<file path="src/rtl/br_pkg.sv">
// rtl/br_pkg.sv - shared state type and default widths for branch resolution
package br_pkg;

  // Resolution FSM: waiting for retiring branches, or holding the flush after a mispredict
  typedef enum logic {
    BRR_IDLE    = 1'b0,
    BRR_RECOVER = 1'b1
  } brr_state_e;

  // Default history / pointer widths for the predictor structures
  localparam int BHT_W = 10;
  localparam int BHR_W = 12;
  localparam int RAS_W = 4;

  // Default number of cycles flush is held during recovery
  localparam int FLUSH_CYC = 2;

  // Size of one fetched instruction; the fall-through PC is brpc + INSN_BYTES
  localparam int INSN_BYTES = 4;

endpackage

</file>
<file path="src/rtl/br_perfcnt.sv">
// rtl/br_perfcnt.sv - saturating retired-branch and mispredict counters (built under BR_PERFCNT_EN)
module br_perfcnt (
  input  logic        clock,
  input  logic        reset,
  input  logic        inc_ret_i,
  input  logic        inc_miss_i,
  output logic [31:0] brret_o,
  output logic [31:0] brmiss_o
);

  logic [31:0] brret_q, brret_d;
  logic [31:0] brmiss_q, brmiss_d;

  // Each counter advances on its pulse and parks at all-ones instead of wrapping
  always_comb begin
    brret_d  = brret_q;
    brmiss_d = brmiss_q;
    if (inc_ret_i && (brret_q != 32'hFFFF_FFFF)) begin
      brret_d = brret_q + 32'd1;
    end
    if (inc_miss_i && (brmiss_q != 32'hFFFF_FFFF)) begin
      brmiss_d = brmiss_q + 32'd1;
    end
  end

  // Counters are cleared by reset only
  always_ff @(posedge clock) begin
    if (reset) begin
      brret_q  <= 32'd0;
      brmiss_q <= 32'd0;
    end else begin
      brret_q  <= brret_d;
      brmiss_q <= brmiss_d;
    end
  end

  assign brret_o  = brret_q;
  assign brmiss_o = brmiss_q;

endmodule

</file>
<file path="src/rtl/br_resolve.sv">
// rtl/br_resolve.sv - retire-side BOB consumer: predictor update and mispredict recovery (optional BR_PERFCNT_EN counters)
module br_resolve #(
  parameter int PC_W      = 64,
  parameter int BHT_W     = br_pkg::BHT_W,
  parameter int BHR_W     = br_pkg::BHR_W,
  parameter int RAS_W     = br_pkg::RAS_W,
  parameter int FLUSH_CYC = br_pkg::FLUSH_CYC
) (
  input  logic             clock,
  input  logic             reset,
  input  logic             brcond_vld_rt_i,
  input  logic             brindir_vld_rt_i,
  input  logic             br_taken_rt_i,
  input  logic [PC_W-1:0]  br_target_rt_i,
  input  logic             br_indirmiss_rt_i,
  input  logic             bob_valid_i,
  input  logic [PC_W-1:0]  bob_brpc_i,
  input  logic             bob_brdir_i,
  input  logic             bob_chwe_i,
  input  logic             bob_chbrdir_i,
  input  logic [BHT_W-1:0] bob_bht_i,
  input  logic [BHR_W-1:0] bob_bhr_i,
  input  logic [RAS_W-1:0] bob_rasptr_i,
  output logic             bob_re_o,
  output logic             upd_vld_o,
  output logic [PC_W-1:0]  upd_pc_o,
  output logic             upd_taken_o,
  output logic             upd_chwe_o,
  output logic             upd_chdir_o,
  output logic [BHT_W-1:0] upd_bht_o,
  output logic [BHR_W-1:0] upd_bhr_o,
  output logic             flush_o,
  output logic             redirect_vld_o,
  output logic [PC_W-1:0]  redirect_pc_o,
  output logic [BHR_W-1:0] restore_bhr_o,
  output logic [RAS_W-1:0] restore_rasptr_o,
  output logic             err_underflow_o
`ifdef BR_PERFCNT_EN
  ,
  output logic [31:0]      perf_brret_o,
  output logic [31:0]      perf_brmiss_o
`endif
);

  import br_pkg::*;

  // Recovery counter starts at FLUSH_CYC-1 so flush spans exactly FLUSH_CYC cycles
  localparam logic [3:0] RCNT_INIT = 4'(FLUSH_CYC - 1);

  brr_state_e state_q, state_d;
  logic [3:0] rcnt_q, rcnt_d;

  logic             upd_vld_q, upd_vld_d;
  logic [PC_W-1:0]  upd_pc_q, upd_pc_d;
  logic             upd_taken_q, upd_taken_d;
  logic             upd_chwe_q, upd_chwe_d;
  logic             upd_chdir_q, upd_chdir_d;
  logic [BHT_W-1:0] upd_bht_q, upd_bht_d;
  logic [BHR_W-1:0] upd_bhr_q, upd_bhr_d;
  logic             redirect_vld_q, redirect_vld_d;
  logic [PC_W-1:0]  redirect_pc_q, redirect_pc_d;
  logic [BHR_W-1:0] restore_bhr_q, restore_bhr_d;
  logic [RAS_W-1:0] restore_rasptr_q, restore_rasptr_d;
  logic             err_q, err_d;

  logic            ev;
  logic            miss;
  logic            shift_bit;
  logic            pop;
  logic [PC_W-1:0] fallthru_pc;

  // The oldest local-history bit is shifted out and never consumed
  logic unused_bht_msb;
  assign unused_bht_msb = bob_bht_i[BHT_W-1];

  // Event decode: a cond+indir retire is a single cond event; indirects always shift in taken
  always_comb begin
    ev          = brcond_vld_rt_i | brindir_vld_rt_i;
    miss        = brcond_vld_rt_i ? (bob_brdir_i != br_taken_rt_i) : br_indirmiss_rt_i;
    shift_bit   = brcond_vld_rt_i ? br_taken_rt_i : 1'b1;
    fallthru_pc = bob_brpc_i + PC_W'(INSN_BYTES);
  end

  // Next-state and registered-output decode; pulses default low, data fields hold
  always_comb begin
    state_d          = state_q;
    rcnt_d           = rcnt_q;
    pop              = 1'b0;
    upd_vld_d        = 1'b0;
    upd_pc_d         = upd_pc_q;
    upd_taken_d      = upd_taken_q;
    upd_chwe_d       = upd_chwe_q;
    upd_chdir_d      = upd_chdir_q;
    upd_bht_d        = upd_bht_q;
    upd_bhr_d        = upd_bhr_q;
    redirect_vld_d   = 1'b0;
    redirect_pc_d    = redirect_pc_q;
    restore_bhr_d    = restore_bhr_q;
    restore_rasptr_d = restore_rasptr_q;
    err_d            = err_q;
    case (state_q)
      BRR_IDLE: begin
        if (ev && !bob_valid_i) begin
          err_d = 1'b1;
        end else if (ev) begin
          pop = 1'b1;
          if (brcond_vld_rt_i) begin
            upd_vld_d   = 1'b1;
            upd_pc_d    = bob_brpc_i;
            upd_taken_d = br_taken_rt_i;
            upd_chwe_d  = bob_chwe_i;
            upd_chdir_d = bob_chbrdir_i;
            upd_bht_d   = {bob_bht_i[BHT_W-2:0], br_taken_rt_i};
            upd_bhr_d   = bob_bhr_i;
          end
          if (miss) begin
            redirect_vld_d   = 1'b1;
            redirect_pc_d    = shift_bit ? br_target_rt_i : fallthru_pc;
            restore_bhr_d    = {bob_bhr_i[BHR_W-2:0], shift_bit};
            restore_rasptr_d = bob_rasptr_i;
            state_d          = BRR_RECOVER;
            rcnt_d           = RCNT_INIT;
          end
        end
      end
      BRR_RECOVER: begin
        if (rcnt_q == 4'd0) begin
          state_d = BRR_IDLE;
        end else begin
          rcnt_d = rcnt_q - 4'd1;
        end
      end
      default: state_d = BRR_IDLE;
    endcase
  end

  // State and output registers; reset drops everything back to a quiet IDLE
  always_ff @(posedge clock) begin
    if (reset) begin
      state_q          <= BRR_IDLE;
      rcnt_q           <= 4'd0;
      upd_vld_q        <= 1'b0;
      upd_pc_q         <= '0;
      upd_taken_q      <= 1'b0;
      upd_chwe_q       <= 1'b0;
      upd_chdir_q      <= 1'b0;
      upd_bht_q        <= '0;
      upd_bhr_q        <= '0;
      redirect_vld_q   <= 1'b0;
      redirect_pc_q    <= '0;
      restore_bhr_q    <= '0;
      restore_rasptr_q <= '0;
      err_q            <= 1'b0;
    end else begin
      state_q          <= state_d;
      rcnt_q           <= rcnt_d;
      upd_vld_q        <= upd_vld_d;
      upd_pc_q         <= upd_pc_d;
      upd_taken_q      <= upd_taken_d;
      upd_chwe_q       <= upd_chwe_d;
      upd_chdir_q      <= upd_chdir_d;
      upd_bht_q        <= upd_bht_d;
      upd_bhr_q        <= upd_bhr_d;
      redirect_vld_q   <= redirect_vld_d;
      redirect_pc_q    <= redirect_pc_d;
      restore_bhr_q    <= restore_bhr_d;
      restore_rasptr_q <= restore_rasptr_d;
      err_q            <= err_d;
    end
  end

  assign bob_re_o         = pop & ~reset;
  assign flush_o          = (state_q == BRR_RECOVER);
  assign upd_vld_o        = upd_vld_q;
  assign upd_pc_o         = upd_pc_q;
  assign upd_taken_o      = upd_taken_q;
  assign upd_chwe_o       = upd_chwe_q;
  assign upd_chdir_o      = upd_chdir_q;
  assign upd_bht_o        = upd_bht_q;
  assign upd_bhr_o        = upd_bhr_q;
  assign redirect_vld_o   = redirect_vld_q;
  assign redirect_pc_o    = redirect_pc_q;
  assign restore_bhr_o    = restore_bhr_q;
  assign restore_rasptr_o = restore_rasptr_q;
  assign err_underflow_o  = err_q;

`ifdef BR_PERFCNT_EN
  // Count every pop and every pop that mispredicted
  br_perfcnt u_perfcnt (
    .clock      (clock),
    .reset      (reset),
    .inc_ret_i  (bob_re_o),
    .inc_miss_i (bob_re_o & miss),
    .brret_o    (perf_brret_o),
    .brmiss_o   (perf_brmiss_o)
  );
`endif

endmodule

</file>
<file path="config.mk">
export PLATFORM = sky130hd
export DESIGN_NAME = br_resolve
export DESIGN_NICKNAME = d
export VERILOG_FILES = /design/src/rtl/br_pkg.sv /design/src/rtl/br_perfcnt.sv /design/src/rtl/br_resolve.sv
export SDC_FILE = /design/constraint.sdc
export NUM_CORES = 1
export LEC_CHECK = 0
export CAP_MARGIN = 20
export CORE_ASPECT_RATIO = 0.8
export CORE_UTILIZATION = 42
export DETAILED_ROUTE_END_ITERATION = 7
export PLACE_DENSITY = 0.84
export SYNTH_ARGS = -nofsm -noshare
export SYNTH_HDL_FRONTEND = slang
export SYNTH_SLANG_ARGS = --single-unit
</file>
<file path="constraint.sdc">
create_clock -name clock -period 2.5 [get_ports clock]
set_clock_uncertainty 0.1 [all_clocks]
set_input_delay 0.5 -clock clock [delete_from_list [all_inputs] [get_ports clock]]
set_output_delay 0.5 -clock clock [all_outputs]
set_load 0.05 [all_outputs]
</file>
[After elaboration in Yosys (flattened, before gate mapping)]
Cells that the tools add are included.
Cells by class
  $mul: 0
  multiplexer cells: 17
  divide/modulo/power cells: 0
  shifts and indexed selects: 0
  add/subtract/negate cells: 2
  bitwise logic cells: 6
  reductions and logical operators: 9
  eq/ne operators: 5
  order comparisons: 0
Operators with widths (number)
  adder 64 x 3 -> 64 bit, second input constant: 1
  2-to-1 mux 64 bit: 1
  2-to-1 mux 4 bit: 4
  AND reduction 4 bit: 3
  2-to-1 mux 1 bit: 10
  inequality test 2 bit, second input constant: 4
  one-hot mux 4 bit (2 select lines): 1
  zero test 4 bit: 1
  NOT 1 bit: 4
  OR reduction 4 bit: 1
  subtractor 4 x 1 -> 4 bit, second input constant: 1
  one-hot mux 1 bit (2 select lines): 1
  AND reduction 2 bit: 1
  OR reduction 2 bit: 1
  AND 1 bit: 1
  logical AND 1 bit: 1
  zero test 1 bit: 1
  inequality test 1 bit: 1
  bitwise OR 1 bit: 1
Storage, ports and cells
  bits in read-only memories: 0
  memories kept: 0
  RAM bits: 0
  logic and storage cells: 53
  output and inout bits: 174
  input port bits: 164
  bits in registers: 177
  latch bits: 0

[Logic depth before layout (Yosys ltp)]
  word-level depth: 6
  gate-level depth with buffers: 8
  depth with buffers taken out: 8

[Worst setup path after synthesis]
Ideal clock, no wire load.
  path kind: input to register
  start: input brcond_vld_rt_i
  end: register redirect_pc_q[57] (netlist: redirect_pc_o[57])
  path slack: -0.247 ns
  cell stages on the path: 8
  arrival: 2.578 ns
  data required time: 2.331 ns
  buffers on the path: 2
  cells stage by stage: buf_2 nor2_1 nor3_2 nand2_1 nor2_2 clkbuf_1 a22oi_1 o21ai_1
Between the ends
  longest elaborated chain between the ends: 4
  elaborated cells between the ends (all ways): 7
RTL lines
  start, declared: line br_resolve.sv:11  | input logic brcond_vld_rt_i,
  bitwise OR 1 bit: line br_resolve.sv:78  | ev = brcond_vld_rt_i | brindir_vld_rt_i;
  logical AND 1 bit: line br_resolve.sv:103  | if (ev && !bob_valid_i) begin
  NOT 1 bit (no source line)
  AND reduction 4 bit (no source line)
  end signal, assigned: line br_resolve.sv:165  | redirect_pc_q <= redirect_pc_d;
  end, declared: line br_resolve.sv:61  | logic [PC_W-1:0] redirect_pc_q, redirect_pc_d;
Several ways; a longest one is shown, not always the timed one.
A chain may end at the register's enable or synchronous reset.

[Worst setup path in the final report]
  start: input bob_brpc_i[11]
  end: register redirect_pc_q[53] (netlist: redirect_pc_o[53])
Between the ends
  longest elaborated chain between the ends: 2
RTL lines
  start, declared: line br_resolve.sv:17  | input logic [PC_W-1:0] bob_brpc_i,
  adder 64 x 3 -> 64 bit: line br_resolve.sv:81  | fallthru_pc = bob_brpc_i + PC_W'(INSN_BYTES);
  2-to-1 mux 64 bit: line br_resolve.sv:118  | redirect_pc_d = shift_bit ? br_target_rt_i : fallthru_pc;
Every way passes these cells.

==> summary.md <==
The run finished with clean final reports. The maximum fanout encountered on the critical timing path works out to 4. CTS saw 176 sinks. In this run, the number of DRC markers left after iteration 0 of detailed routing was 423. Type of origin of the critical path: a primary input. The net count of the finished layout is 1,455. For this design the ratio of total power to cell area is 612 nW/um2.

The number of buffers inserted for hold repair after clock tree synthesis came out at 0. The number of synthesis warnings is 0, and the switching power summed over all nets is 0.00240 W. The area added between synthesis and finish came out at 66.0%. The tools report the worst flop-to-flop path endpoint as redirect_pc_o[53]. The number of buffers added for setup after CTS was 0; the starting utilization of the core area was 0.428.

Ranked by total cell area, the synthesized netlist is headed by dfxtp_1, nand2_1, a21oi_1. The remaining number of nets flagged by the antenna check after routing is 0, and the per-instance average area after synthesis is 8.31 um2. For the filler-free cell count of the finished design, the log shows 1,526. The clock reaches the later pin of the worst-skew pair after 0.42 ns. For the total global-route track usage, the log shows 0.296. Proportion of netlist area held by the largest area contributor: 0.475.

The number of input and output port buffers inserted was 336. Max-slew violation count: 0. For this run, design rule violations remaining after detail routing come to 0. The mapped netlist covers 7420 um2. Cell with the largest stage delay on the worst path: clkdlybuf4s50_1.

The buffers plus inverters on the worst setup path is 3. The post-placement cell count was 1,494; the number of buffers added by the clock tree synthesis step was 17. The tools report the category of the worst setup path capture point as a flip-flop. The tools report the die area as 18,200 um2. For this run the aggregate overflow at the end of global routing stands at 0. The first detailed-routing pass took 5 iterations. The part of the total power dissipated in the clock network is 0.355, and the count of standard-cell rows is 43.

After technology mapping, the gate count stands at 893. The routed layout has 8,162 vias. The part of the cycle the worst path needs is 0.966. The synthesized design contains 176 register bits.

Final hold analysis gives a worst-case slack of 0.354 ns. The startpoint identified for the worst register-to-register timing path is flush_o. The cell class contributing the biggest share of worst-path delay is simple AND/OR/NAND/NOR gates. The fraction of layout instances using a drive strength above 1 is 0.116.

The hold-critical path depth was 2; the I/O pin count was 338. The worst-case IR drop observed on VDD is 0.000439 V. The tools report the slack of the worst reg-to-reg path as 0.64 ns.

For hold timing, the worst endpoint is upd_bhr_o[1]. The tools report the number of global-route vias before repair as 7,894. Routability-driven placement finished with a final weighted congestion of 0.928. Summed over all layers, the routed wires come to 27,200 um.

Logic gate share of total power: 0.240. The final critical path time including I/O delays and setup came out at 2.42 ns. The switching fraction of total power is 0.319, and the width of the die is 151 um. Entering global routing, the biggest net connects 57 pins. The post-route worst setup slack was 0.0843 ns; the delay of the slowest cell on the worst path was 0.53 ns.

In the final routed layout, each cell accounts on average for 17.8 um. The run gives 40 as the count of different cell masters after synthesis. Setup repair after global routing left no endpoint under its margin. Setup violations remaining at the end of the flow were counted as 0. For the worst setup path, the data required time is 2.73 ns.

Power comes to 0.00754 W. The setup path with the least slack is of type in -> reg. The placeable core region is 17,300 um2, and the number of maximum-capacitance violations is 0. Internal power comes to 0.00514 W. The cell chosen for the clock root is clkbuf_16. In the routed layout, each cell is associated on average with a via count of 5.35. For the post-synthesis net count, the log shows 1,060.

The cell depth of the worst flop-to-flop path works out to 7. For the post-cts repair resize count, the log shows 0. The cell type with the largest total area after synthesis is dfxtp_1.

The maximum count of clock buffers along a single path came out at 2. Measured along the y axis, the die boundary spans 121 um. Timing analysis after detailed placement gives a worst setup slack of -0.235 ns.

For the total inserted antenna cells, the log shows 0. The first global-routing pass estimated 41,200 um of wire. The actual slew at the worst max-slew pin was 0.656 ns; the proportion of synthesized chip area in sequential cells was 0.475.

The H-tree level count was 4. TritonCTS built the clock tree. Worst-case headroom to the max-slew limit: 0.563. The run gives 0 as the hold violation count in the final report. For the portion of total power attributed to sequential cells, the log shows 0.405.

After clock tree synthesis, the clock-pin slew on the worst setup and hold paths is 0.07 ns. The critical path data arrival time is 2.65 ns. The leakage component of the power came out at 4.51 nW. The number of antenna violations at the first check in global routing came out at 0. Walking the worst path, the cells encountered are clkdlybuf4s50_1 -> and3_1 -> buf_4 -> nand4_1 -> nor3_1 -> buf_4 -> nand4_1 -> xor2_1 -> o21ai_0. The hold path startpoint was upd_bhr_o[1]. The run gives 414 MHz as the maximum clock frequency. Class of the most critical hold timing path: reg -> reg. The HPWL after detailed placement is 20,400 um.
==> power groups by stage <==
stage / clock network, W / logic [W] / registers, W
floorplan: 0 / 0.000387 / 0.00366
global placement: 0 / 0.00177 / 0.00311
detailed placement: 0 / 0.00180 / 0.00312
CTS: 0.00270 / 0.00181 / 0.00306
global route: 0.00281 / 0.00190 / 0.00307
finish: 0.00267 / 0.00181 / 0.00306
==> synth_stat cells, drive strengths merged <==
| master | count |
|---|---|
| nand2 | 216 |
| dfxtp | 176 |
| a21oi | 93 |
| o21ai | 67 |
| a22oi | 53 |
| clkbuf | 48 |
| xor2 | 41 |
| nand3 | 31 |
| nor2 | 24 |
| xnor2 | 23 |
| a22o | 18 |
| nand4 | 18 |
| nor3 | 16 |
| buf | 11 |
| and3 | 10 |
| and4 | 10 |
| and2 | 7 |
| inv | 6 |
| nor4 | 6 |
| mux2i | 4 |
| nor2b | 4 |
| ha | 3 |
| nand2b | 2 |
| or4 | 2 |
| a2111oi | 1 |
| a21o | 1 |
| nand4bb | 1 |
| o31ai | 1 |
==> flip-flops by register name, indices dropped and copies added (netlist names), 4 cells and up <==
| name | cells |
|---|---|
| restore_bhr_o | 12 |
| upd_pc_o | 64 |
| upd_bhr_o | 12 |
| redirect_pc_o | 64 |
| upd_bht_o | 10 |
| rcnt_q | 4 |
| restore_rasptr_o | 4 |
==> logic make-up after synthesis <==
family / after synthesis / share of synthesized area
DFF: 176 / 0.475
buffers and inverters: 65 / 0.0347
adders and majority gates: 3 / 0.00506
AOI/OAI and AO/OA: 234 / 0.187
xor gates and xnor gates: 64 / 0.0755
muxes: 4 / 0.00540
and+or+nand+nor: 347 / 0.218
==> metal layers <==
layer	vias to the layer above	wire [um]	GRT usage
li1	3889	-	-
met1	3843	10600	0.347
met2	374	13400	0.513
met3	56	2460	0.0816
met4	0	748	0.110
met5	-	0	0
==> worst max-delay path by stage <==
stage                               start  depth (start not counted)  slack [ns]                 to
after CTS                 brcond_vld_rt_i                          5        0.15           bob_re_o
final                      bob_brpc_i[11]                          9        0.08  redirect_pc_o[53]
after global placement      bob_brpc_i[5]                          9       -0.19  redirect_pc_o[31]
after floorplan           brcond_vld_rt_i                          8        0.03  redirect_pc_o[57]
after global routing       bob_brpc_i[11]                          9        0.02  redirect_pc_o[53]
after detailed placement   bob_brpc_i[15]                          9       -0.23  redirect_pc_o[52]
==> cell usage in the layout, fill, tap and decap left out, drive strengths merged, types with 13 or more instances in the layout <==
cell type      count
nand3             31
nand4             18
a21oi             93
dfxtp            176
buf              101
xor2              41
xnor2             23
clkbuf            18
nor2              24
clkdlybuf4s50    334
nand2            216
o21ai             67
a22o              18
a22oi             53
inv               13
nor3              16
==> stage by stage <==
| stage | TNS [ns] | instance area (um2) | util |
|---|---|---|---|
| global route | 0 | 12300 | 0.711 |
| floorplan | 0 | 7430 | - |
| finish | 0 | 12300 | 0.711 |
| CTS | 0 | 12300 | 0.711 |
| global placement | -3.64 | 11700 | 0.678 |
| detailed placement | -5.75 | 11700 | 0.678 |
==> worst reg2reg max path, delay by kind of cell, from the launching register on <==
| family | cells | cell delay (ns) |
|---|---|---|
| buf+inv | 2 | 0.37 |
| flops | 1 | 0.37 |
| simple gates | 2 | 0.30 |
| compound gates | 3 | 0.59 |
==> area by class of cell <==
| class | count | area [um2] |
|---|---|---|
| Fill cell | 1281 | 5000 |
| Timing Repair Buffer | 435 | 4240 |
| Multi-Input combinational cell | 652 | 3670 |
| Clock buffer | 18 | 439 |
| Clock inverter | 14 | 145 |
| Inverter | 6 | 22.5 |
| Tap cell | 225 | 282 |
| Sequential cell | 176 | 3520 |
Power figures use the tool's default switching activity.
